**config.mk**
```make
export PLATFORM = sky130hd
export DESIGN_NAME = fifo_wr_arbiter
export DESIGN_NICKNAME = d
export VERILOG_FILES = /design/src/rtl/fifo_arb_pkg.sv /design/src/rtl/rr_pick.sv /design/src/rtl/fifo_wr_arbiter.sv
export SDC_FILE = /design/constraint.sdc
export NUM_CORES = 1
export LEC_CHECK = 0
export ABC_AREA = 1
export ABC_CLOCK_PERIOD_IN_PS = 2000
export CAP_MARGIN = 20
export CORE_ASPECT_RATIO = 2
export CORE_MARGIN = 2
export CORE_UTILIZATION = 35
export CTS_BUF_LIST = sky130_fd_sc_hd__clkbuf_4 sky130_fd_sc_hd__clkbuf_8
export DETAILED_ROUTE_END_ITERATION = 8
export GPL_TIMING_DRIVEN = 0
export HOLD_SLACK_MARGIN = 0.02
export PLACE_DENSITY = 0.67
export SLEW_MARGIN = 20
export SYNTH_ARGS = -nofsm -noshare
export SYNTH_HDL_FRONTEND = slang
export SYNTH_HIERARCHICAL = 1
export SYNTH_SLANG_ARGS = --single-unit
export TNS_END_PERCENT = 5
```
**constraint.sdc**
```tcl
create_clock -name clk -period 2 [get_ports clk]
set_input_delay 0.3 -clock clk [delete_from_list [all_inputs] [get_ports clk]]
set_output_delay 0.3 -clock clk [all_outputs]
set_load 0.02 [all_outputs]
```
**src/rtl/fifo_arb_pkg.sv**
```systemverilog
// Shared types and default constants for the FIFO write arbiter.
package fifo_arb_pkg;

   typedef enum logic {
      IDLE  = 1'b0,
      GRANT = 1'b1
   } state_t;

   localparam int unsigned DEF_DATA_W    = 8;
   localparam int unsigned FIFO_DEPTH    = 16;
   localparam int unsigned DEF_MAX_BURST = 4;
   localparam int unsigned BEAT_W        = 4;
   localparam int unsigned XFER_W        = 16;

endpackage

```
**src/rtl/rr_pick.sv**
```systemverilog
// Round-robin search: first valid requester strictly after last_id, wrapping modulo NUM_REQ.
module rr_pick #(
   parameter int unsigned NUM_REQ = 4,
   parameter int unsigned ID_W    = $clog2(NUM_REQ)
) (
   input  logic [NUM_REQ-1:0] req_valid,
   input  logic [ID_W-1:0]    last_id,
   output logic               found,
   output logic [ID_W-1:0]    next_id
);

   logic [ID_W:0]    w_idx;
   logic [NUM_REQ-1:0] w_shift;

   always_comb begin
      found   = 1'b0;
      next_id = '0;
      w_idx   = '0;
      w_shift = '0;
      for (int unsigned k = 1; k <= NUM_REQ; k++) begin
         // last_id + k stays below 2*NUM_REQ, so one conditional subtract is the modulo
         w_idx = {1'b0, last_id} + (ID_W+1)'(k);
         if (w_idx >= (ID_W+1)'(NUM_REQ))
            w_idx = w_idx - (ID_W+1)'(NUM_REQ);
         w_shift = req_valid >> w_idx;
         if (!found && w_shift[0]) begin
            found   = 1'b1;
            next_id = w_idx[ID_W-1:0];
         end
      end
   end

endmodule

```
**src/rtl/fifo_wr_arbiter.sv**
```systemverilog
// Round-robin burst arbiter merging NUM_REQ producers into one FIFO write port.
module fifo_wr_arbiter
   import fifo_arb_pkg::*;
#(
   parameter int unsigned NUM_REQ   = 4,
   parameter int unsigned DATA_W    = DEF_DATA_W,
   parameter int unsigned MAX_BURST = DEF_MAX_BURST
) (
   input  logic                        clk,
   input  logic                        rst,
   input  logic [NUM_REQ-1:0]          req_valid,
   input  logic [NUM_REQ*DATA_W-1:0]   req_data,
   output logic [NUM_REQ-1:0]          req_ready,
   input  logic                        fifo_full,
   output logic                        fifo_wr,
   output logic [DATA_W-1:0]           fifo_din,
   output logic                        grant_valid,
   output logic [$clog2(NUM_REQ)-1:0]  grant_id,
   output logic [XFER_W-1:0]           xfer_cnt
);

   localparam int unsigned ID_W = $clog2(NUM_REQ);

   state_t            r_state;
   state_t            w_next_state;
   logic [ID_W-1:0]   r_grant_id;
   logic [ID_W-1:0]   r_last_id;
   logic [BEAT_W-1:0] r_beat_cnt;
   logic [XFER_W-1:0] r_xfer_cnt;

   logic              w_found;
   logic [ID_W-1:0]   w_next_id;
   logic              w_gv;
   logic              w_sel_valid;
   logic              w_wr;
   logic              w_last_beat;
   logic              w_exit;

   rr_pick #(
      .NUM_REQ (NUM_REQ),
      .ID_W    (ID_W)
   ) u_rr_pick (
      .req_valid (req_valid),
      .last_id   (r_last_id),
      .found     (w_found),
      .next_id   (w_next_id)
   );

   assign w_gv        = (r_state == GRANT);
   assign w_sel_valid = req_valid[r_grant_id];
   assign w_wr        = w_gv & w_sel_valid & ~fifo_full;
   assign w_last_beat = (r_beat_cnt == BEAT_W'(MAX_BURST - 1));
   // A stalled grant (fifo_full) with the producer still valid is held indefinitely
   assign w_exit      = w_gv & (~w_sel_valid | (w_wr & w_last_beat));

   always_comb begin
      w_next_state = r_state;
      case (r_state)
         IDLE:    if (w_found) w_next_state = GRANT;
         GRANT:   if (w_exit)  w_next_state = IDLE;
         default: w_next_state = IDLE;
      endcase
   end

   always_ff @(posedge clk or posedge rst) begin
      if (rst) begin
         r_state    <= IDLE;
         r_grant_id <= '0;
         r_last_id  <= ID_W'(NUM_REQ - 1);
         r_beat_cnt <= '0;
         r_xfer_cnt <= '0;
      end else begin
         r_state    <= w_next_state;
         r_xfer_cnt <= r_xfer_cnt + XFER_W'(w_wr);
         if (r_state == IDLE) begin
            if (w_found) r_grant_id <= w_next_id;
         end else if (w_exit) begin
            r_beat_cnt <= '0;
            r_last_id  <= r_grant_id;
         end else if (w_wr) begin
            r_beat_cnt <= r_beat_cnt + 1'b1;
         end
      end
   end

   always_comb begin
      req_ready = '0;
      if (w_gv) req_ready[r_grant_id] = ~fifo_full;
   end

   assign fifo_wr     = w_wr;
   assign fifo_din    = w_gv ? req_data[r_grant_id*DATA_W +: DATA_W] : '0;
   assign grant_valid = w_gv;
   assign grant_id    = r_grant_id;
   assign xfer_cnt    = r_xfer_cnt;

endmodule
```
* Word-level counts from Yosys, hierarchy flattened
Cells that the tools add are included.
Cells by class: add/sub/neg operators 10, magnitude comparators 6, equality and inequality tests 1, shifts and indexed selects 5, muxes and demuxes 23, bitwise logic cells 9, reduce and logical (&&, ||, !) cells 11
Operator list (count):
- variable part select 32 x 6 -> 8 bit | 1
- adder 16 x 1 -> 16 bit | 1
- right shift 4 x 3 -> 1 bit | 4
- >= comparator 3 bit (second input constant) | 4
- two-way mux 3 bit | 4
- two-way mux 4 bit | 3
- subtractor 3 bit (second input constant) | 4
- two-way mux 1 bit | 8
- two-way mux 2 bit | 4
- two-way mux 8 bit | 1
- adder 2 x 2 -> 3 bit (second input constant) | 2
- AND reduction 2 bit | 3
- adder 4 x 1 -> 4 bit (second input constant) | 1
- bitwise AND 1 bit | 4
- bitwise AND 4 bit | 1
- equality test 4 x 2 -> 1 bit (second input constant) | 1
- logical AND 1 bit | 4
- adder 2 x 1 -> 3 bit (second input constant) | 1
- adder 2 x 3 -> 3 bit (second input constant) | 1
- zero test 1 bit | 3
- less-than comparator 2 x 3 -> 1 bit (second input constant) | 1
- inverter 1 bit | 3
- binary-select mux 1 bit (select 2 bit) | 1
- demux 1 bit (select 2 bit) | 1
- other kinds (4) | 4
Word-level totals: flip-flop bits (word level) 25, logic and storage cells 70

* Longest topological paths before layout
depth in word-level cells 16, depth in mapped cells 14, gate-level depth less buffers 14

* Cells and area by module
Netlist, hierarchy kept.
Modules (own cells, without submodules):
- fifo_wr_arbiter | instances 1, cells each 183, area each 1503.9 sq um, seq. area each 628.1 sq um
- rr_pick | instances 1, cells each 47, area each 262.8 sq um, seq. area each 0.0 sq um

* Worst setup path after synthesis
No wires, ideal clock.
path type register -> register, start reg r_grant_id[0] (netlist: grant_id[0]), end reg r_xfer_cnt[12] (netlist: xfer_cnt[12]), setup time 0.130 ns, arrival time 1.833 ns, data required time 1.870 ns, path slack 0.036 ns, cell stages (with the launch flop) 15, buffers on the path 0, cells stage by stage dfrtp_1 inv_2 nand2_1 nand2_1 nand2_2 nand2_4 nand3_1 inv_1 ha_1 nand2_1 nor2_1 nand4_1 nor2_1 nand3_1 xnor2_1
On the way: word-level cells in the longest chain between the ends 5
Ends and longest elaborated chain:
- start, declared | RTL line fifo_wr_arbiter.sv:26 | logic [ID_W-1:0] r_grant_id;
- start signal, assigned | RTL line fifo_wr_arbiter.sv:76 | if (w_found) r_grant_id <= w_next_id;
- binary-select mux 1 bit (select 2 bit) | RTL line fifo_wr_arbiter.sv:50 | assign w_sel_valid = req_valid[r_grant_id];
- two-way mux 1 bit (not written as such) | RTL line fifo_wr_arbiter.sv:50
- bitwise AND 1 bit (2 in a row) | RTL line fifo_wr_arbiter.sv:51 | assign w_wr = w_gv & w_sel_valid & ~fifo_full;
- adder 16 x 1 -> 16 bit | RTL line fifo_wr_arbiter.sv:74 | r_xfer_cnt <= r_xfer_cnt + XFER_W'(w_wr);
- end signal, assigned | RTL line fifo_wr_arbiter.sv:74
- end, declared | RTL line fifo_wr_arbiter.sv:29 | logic [XFER_W-1:0] r_xfer_cnt;
Every way passes these cells. The select of a mux whose other input is x is not followed. A chain may end at the register's enable or synchronous reset.

* Worst setup path in the final report
start in req_valid[0], end reg r_xfer_cnt[12] (netlist: xfer_cnt[12])
On the way: word-level cells in the longest chain between the ends 5
Ends and longest elaborated chain:
- start, declared | RTL line fifo_wr_arbiter.sv:11 | input logic [NUM_REQ-1:0] req_valid,
- binary-select mux 1 bit (select 2 bit) | RTL line fifo_wr_arbiter.sv:50
- two-way mux 1 bit (not written as such) | RTL line fifo_wr_arbiter.sv:50
- bitwise AND 1 bit (2 in a row) | RTL line fifo_wr_arbiter.sv:51
- adder 16 x 1 -> 16 bit | RTL line fifo_wr_arbiter.sv:74
Every way passes these cells. The select of a mux whose other input is x is not followed.

==> impl_metrics.py <==
metrics = {
    "clock_network": {
        "cts_hold_buf": 0,
        "clk_latency_ns": 0.26,
        "cts_root_buffer": "clkbuf_8",
        "cts_sinks": 25,
        "h-tree-depth": 1,
        "cts_tree": "yes",
        "clock_path_buffers": 2,
        "path_clk_slew_ns": 0.08,
        "numCtsBuffers": 3,
    },
    "critical_path": {
        "cp-end-kind": "flop",
        "critPathTopFamily": "simple AND/OR/NAND/NOR gates",
        "path_cells": "clkdlybuf4s50_1 -> nand2_1 -> nand2_1 -> nand2_2 -> nand2_4 -> nand3_2 -> inv_2 -> ha_4 -> nand2_2 -> nor2_4 -> nand4_1 -> nor2_2 -> nand3_1 -> xnor2_1",
        "crit_fanout": 4,
        "cp_data_required_time_ns": 2.16,
        "critical_path_class": "input pin to flop",
        "path_buf_inv": 2,
        "cp.arrival_ns": 2.15,
        "crit_slowest_cell": "clkdlybuf4s50_1",
        "worstSetupStartpointType": "input pin",
        "critPathMaxStageDelay_ns": 0.51,
    },
    "final_layout": {
        "num_antenna_cells": 0,
        "nNetsFinal": 353,
        "final_util": 0.551,
        "syn2layout_area_growth_pct": 51.8,
        "drive_above_1_share": 0.210,
        "fin_area_mm2": 0.00268,
        "final_common_cell": "clkdlybuf4s50_1",
        "mostFrequentLayoutCells": "clkdlybuf4s50_1 (54), nand2_1 (38), nand3_1 (34)",
    },
    "routing": {
        "firstDrtPassIters": 4,
        "wl_per_cell_um": 14.8,
        "via_per_inst": 5.10,
        "drc": 0,
        "dr.first_iter.drc_count": 51,
        "vias": 1866,
        "drt-total-wl_um": 5420,
        "ant_nets": 0,
    },
    "sta": {
        "maxSlewViolCount": 0,
        "setup_viol": 0,
        "fin_worst_skew_ns": 0.00178,
        "fin_crit_ns": 2.00,
        "tightest_slew_ns": 0.518,
        "max_slew_margin": 0.652,
        "clock.fmax_mhz": 501,
        "post-route-period-util": 0.999,
        "rsz0062_at_grt": "true",
        "hold_viol_final": 0,
    },
    "synth": {
        "synth_area_mm2": 0.00177,
        "synth_seq_cells": 25,
        "synth_edf_count": 0,
        "syn_area_per_cell_um2": 7.68,
        "synth-main-ff-cell": "dfrtp_1",
        "synth.distinct_cells": 31,
        "synth-async-reset-ratio": 1.00,
        "synthCells": 230,
        "syn_nets": 273,
        "synth_seq_area_share": 0.356,
        "ys_warn_count": 6,
    },
    "global_routing": {
        "grtUsageTotal": 0.199,
        "grt_start_max_net_pins": 26,
        "grt_pass1_vias": 1911,
        "overflow": 0,
        "grt_pass1_wl_um": 8630,
        "antenna_found_initial": 0,
    },
    "power_and_ir_drop": {
        "cellLeakagePower_nw": 1.23,
        "vdd_drop_max_mv": 0.839,
        "powerDensity_mw_per_mm2": 1350,
    },
    "place": {
        "port_buffers": 70,
        "place.gp.congestion": 0.780,
        "placed_area_mm2": 0.00254,
        "dp_hpwl_um": 4210,
    },
    "job": {
        "drv_cap": 0,
    },
    "floorplanning": {
        "start_util": 0.363,
        "fp.dieW_um": 54.2,
        "die_h_um": 104,
        "ios": 71,
        "rows": 36,
        "core_area_mm2": 0.00486,
        "dieArea_mm2": 0.00567,
    },
    "min_path": {
        "holdCritPathClass": "input pin to async pin",
    },
    "outcome": {
        "status": "complete, no violations",
    },
}
layer usage:
metal  wire [um]  global-route usage  vias up
met3         127              0.0144        6
met1        2050               0.223      889
li1            -                   -      930
met5           0                   0        -
met4          63              0.0571        0
met2        3180               0.373       41
cells in the mapped netlist, types with 5 or more instances:
| cell | count | area, um^2 |
|---|---|---|
| nand2_2 | 9 | 56.3 |
| a22oi_1 | 8 | 60.1 |
| nor2_1 | 14 | 52.6 |
| inv_2 | 5 | 18.8 |
| nand2_1 | 40 | 150 |
| nand2_4 | 5 | 56.3 |
| dfrtp_1 | 23 | 576 |
| inv_1 | 26 | 97.6 |
| xor2_1 | 9 | 78.8 |
| nand3_1 | 35 | 175 |
| a31oi_1 | 9 | 56.3 |
| nand4_1 | 6 | 37.5 |
sequential cells by signal, indices dropped and copies added, names as in the netlist:
| name | flops |
|---|---|
| r_last_id | 2 |
| xfer_cnt | 16 |
| grant_id | 2 |
| grant_valid | 1 |
| r_beat_cnt | 4 |
final cells by class:
type	instances	area, um^2
fillers	481	2180
multi-input cells	170	1070
repair buffers	75	711
flip-flops and latches	25	632
inverters	31	124
well taps	57	71.3
clock buffers	4	48.8
plain buffers	4	27.5
power breakdown:
group | internal [W] | switching [W] | total (W)
Clock | 0.000156 | 0.000153 | 0.000309
Combinational | 0.000951 | 0.00146 | 0.00241
Sequential | 0.000670 | 0.000223 | 0.000892
Total | 0.00178 | 0.00184 | 0.00361
path summary, 6_finish.rpt:
check                                   startpoint                        to  slack (ns)  cells past startpoint
max                                   req_valid[0]    xfer_cnt[12]$_DFF_PP0_       0.002                     14
min                                            rst    xfer_cnt[10]$_DFF_PP0_        0.27                      2
max reg2reg                grant_id[0]$_DFFE_PP0P_    xfer_cnt[12]$_DFF_PP0_        0.04                     14
min reg2reg                 xfer_cnt[13]$_DFF_PP0_    xfer_cnt[13]$_DFF_PP0_        0.51                      1
max in group asynchronous                      rst  r_last_id[0]$_DFFE_PP1P_        1.23                      3
min in group clk            xfer_cnt[13]$_DFF_PP0_    xfer_cnt[13]$_DFF_PP0_        0.51                      1
cells by family (layout without fill, tap and decap cells):
logic type | Yosys count | count (layout) | synth area share
DFF | 25 | 25 | 0.356
and+or+nand+nor | 124 | 124 | 0.373
xor gates and xnor gates | 12 | 12 | 0.0595
adders and majority gates | 4 | 4 | 0.0283
buffers and inverters | 35 | 114 | 0.0758
AOI/OAI and AO/OA | 30 | 30 | 0.108
per-stage QoR:
step                      std cells  setup WS [ns]  setup TNS [ns]  power (W)  hold WS (ns)
after floorplan                 230         0.0361               0    0.00239         0.326
after global placement          357         -0.500           -5.78    0.00322         0.489
after detailed placement        357         -0.508           -5.98    0.00324         0.491
after CTS                       361         -0.135          -0.450    0.00359         0.514
after global routing            366         -0.123          -0.503    0.00389         0.295
final                           366        0.00229               0    0.00361         0.273
worst register-to-register path: cells and delay by family, from the launching register on:
family        cells  cell delay [ns]
simple gates     10             0.97
flops             1             0.46
buf+inv           2             0.15
xor+xnor          1             0.14
fa+ha+maj         1             0.13
repair_timing:
item                       CTS  global route
setup buffers                0             4
pin swaps                    0             6
setup endpoints to repair   21            22
resized for setup           38            31
No activity file was read; power rests on OpenSTA's default activity.
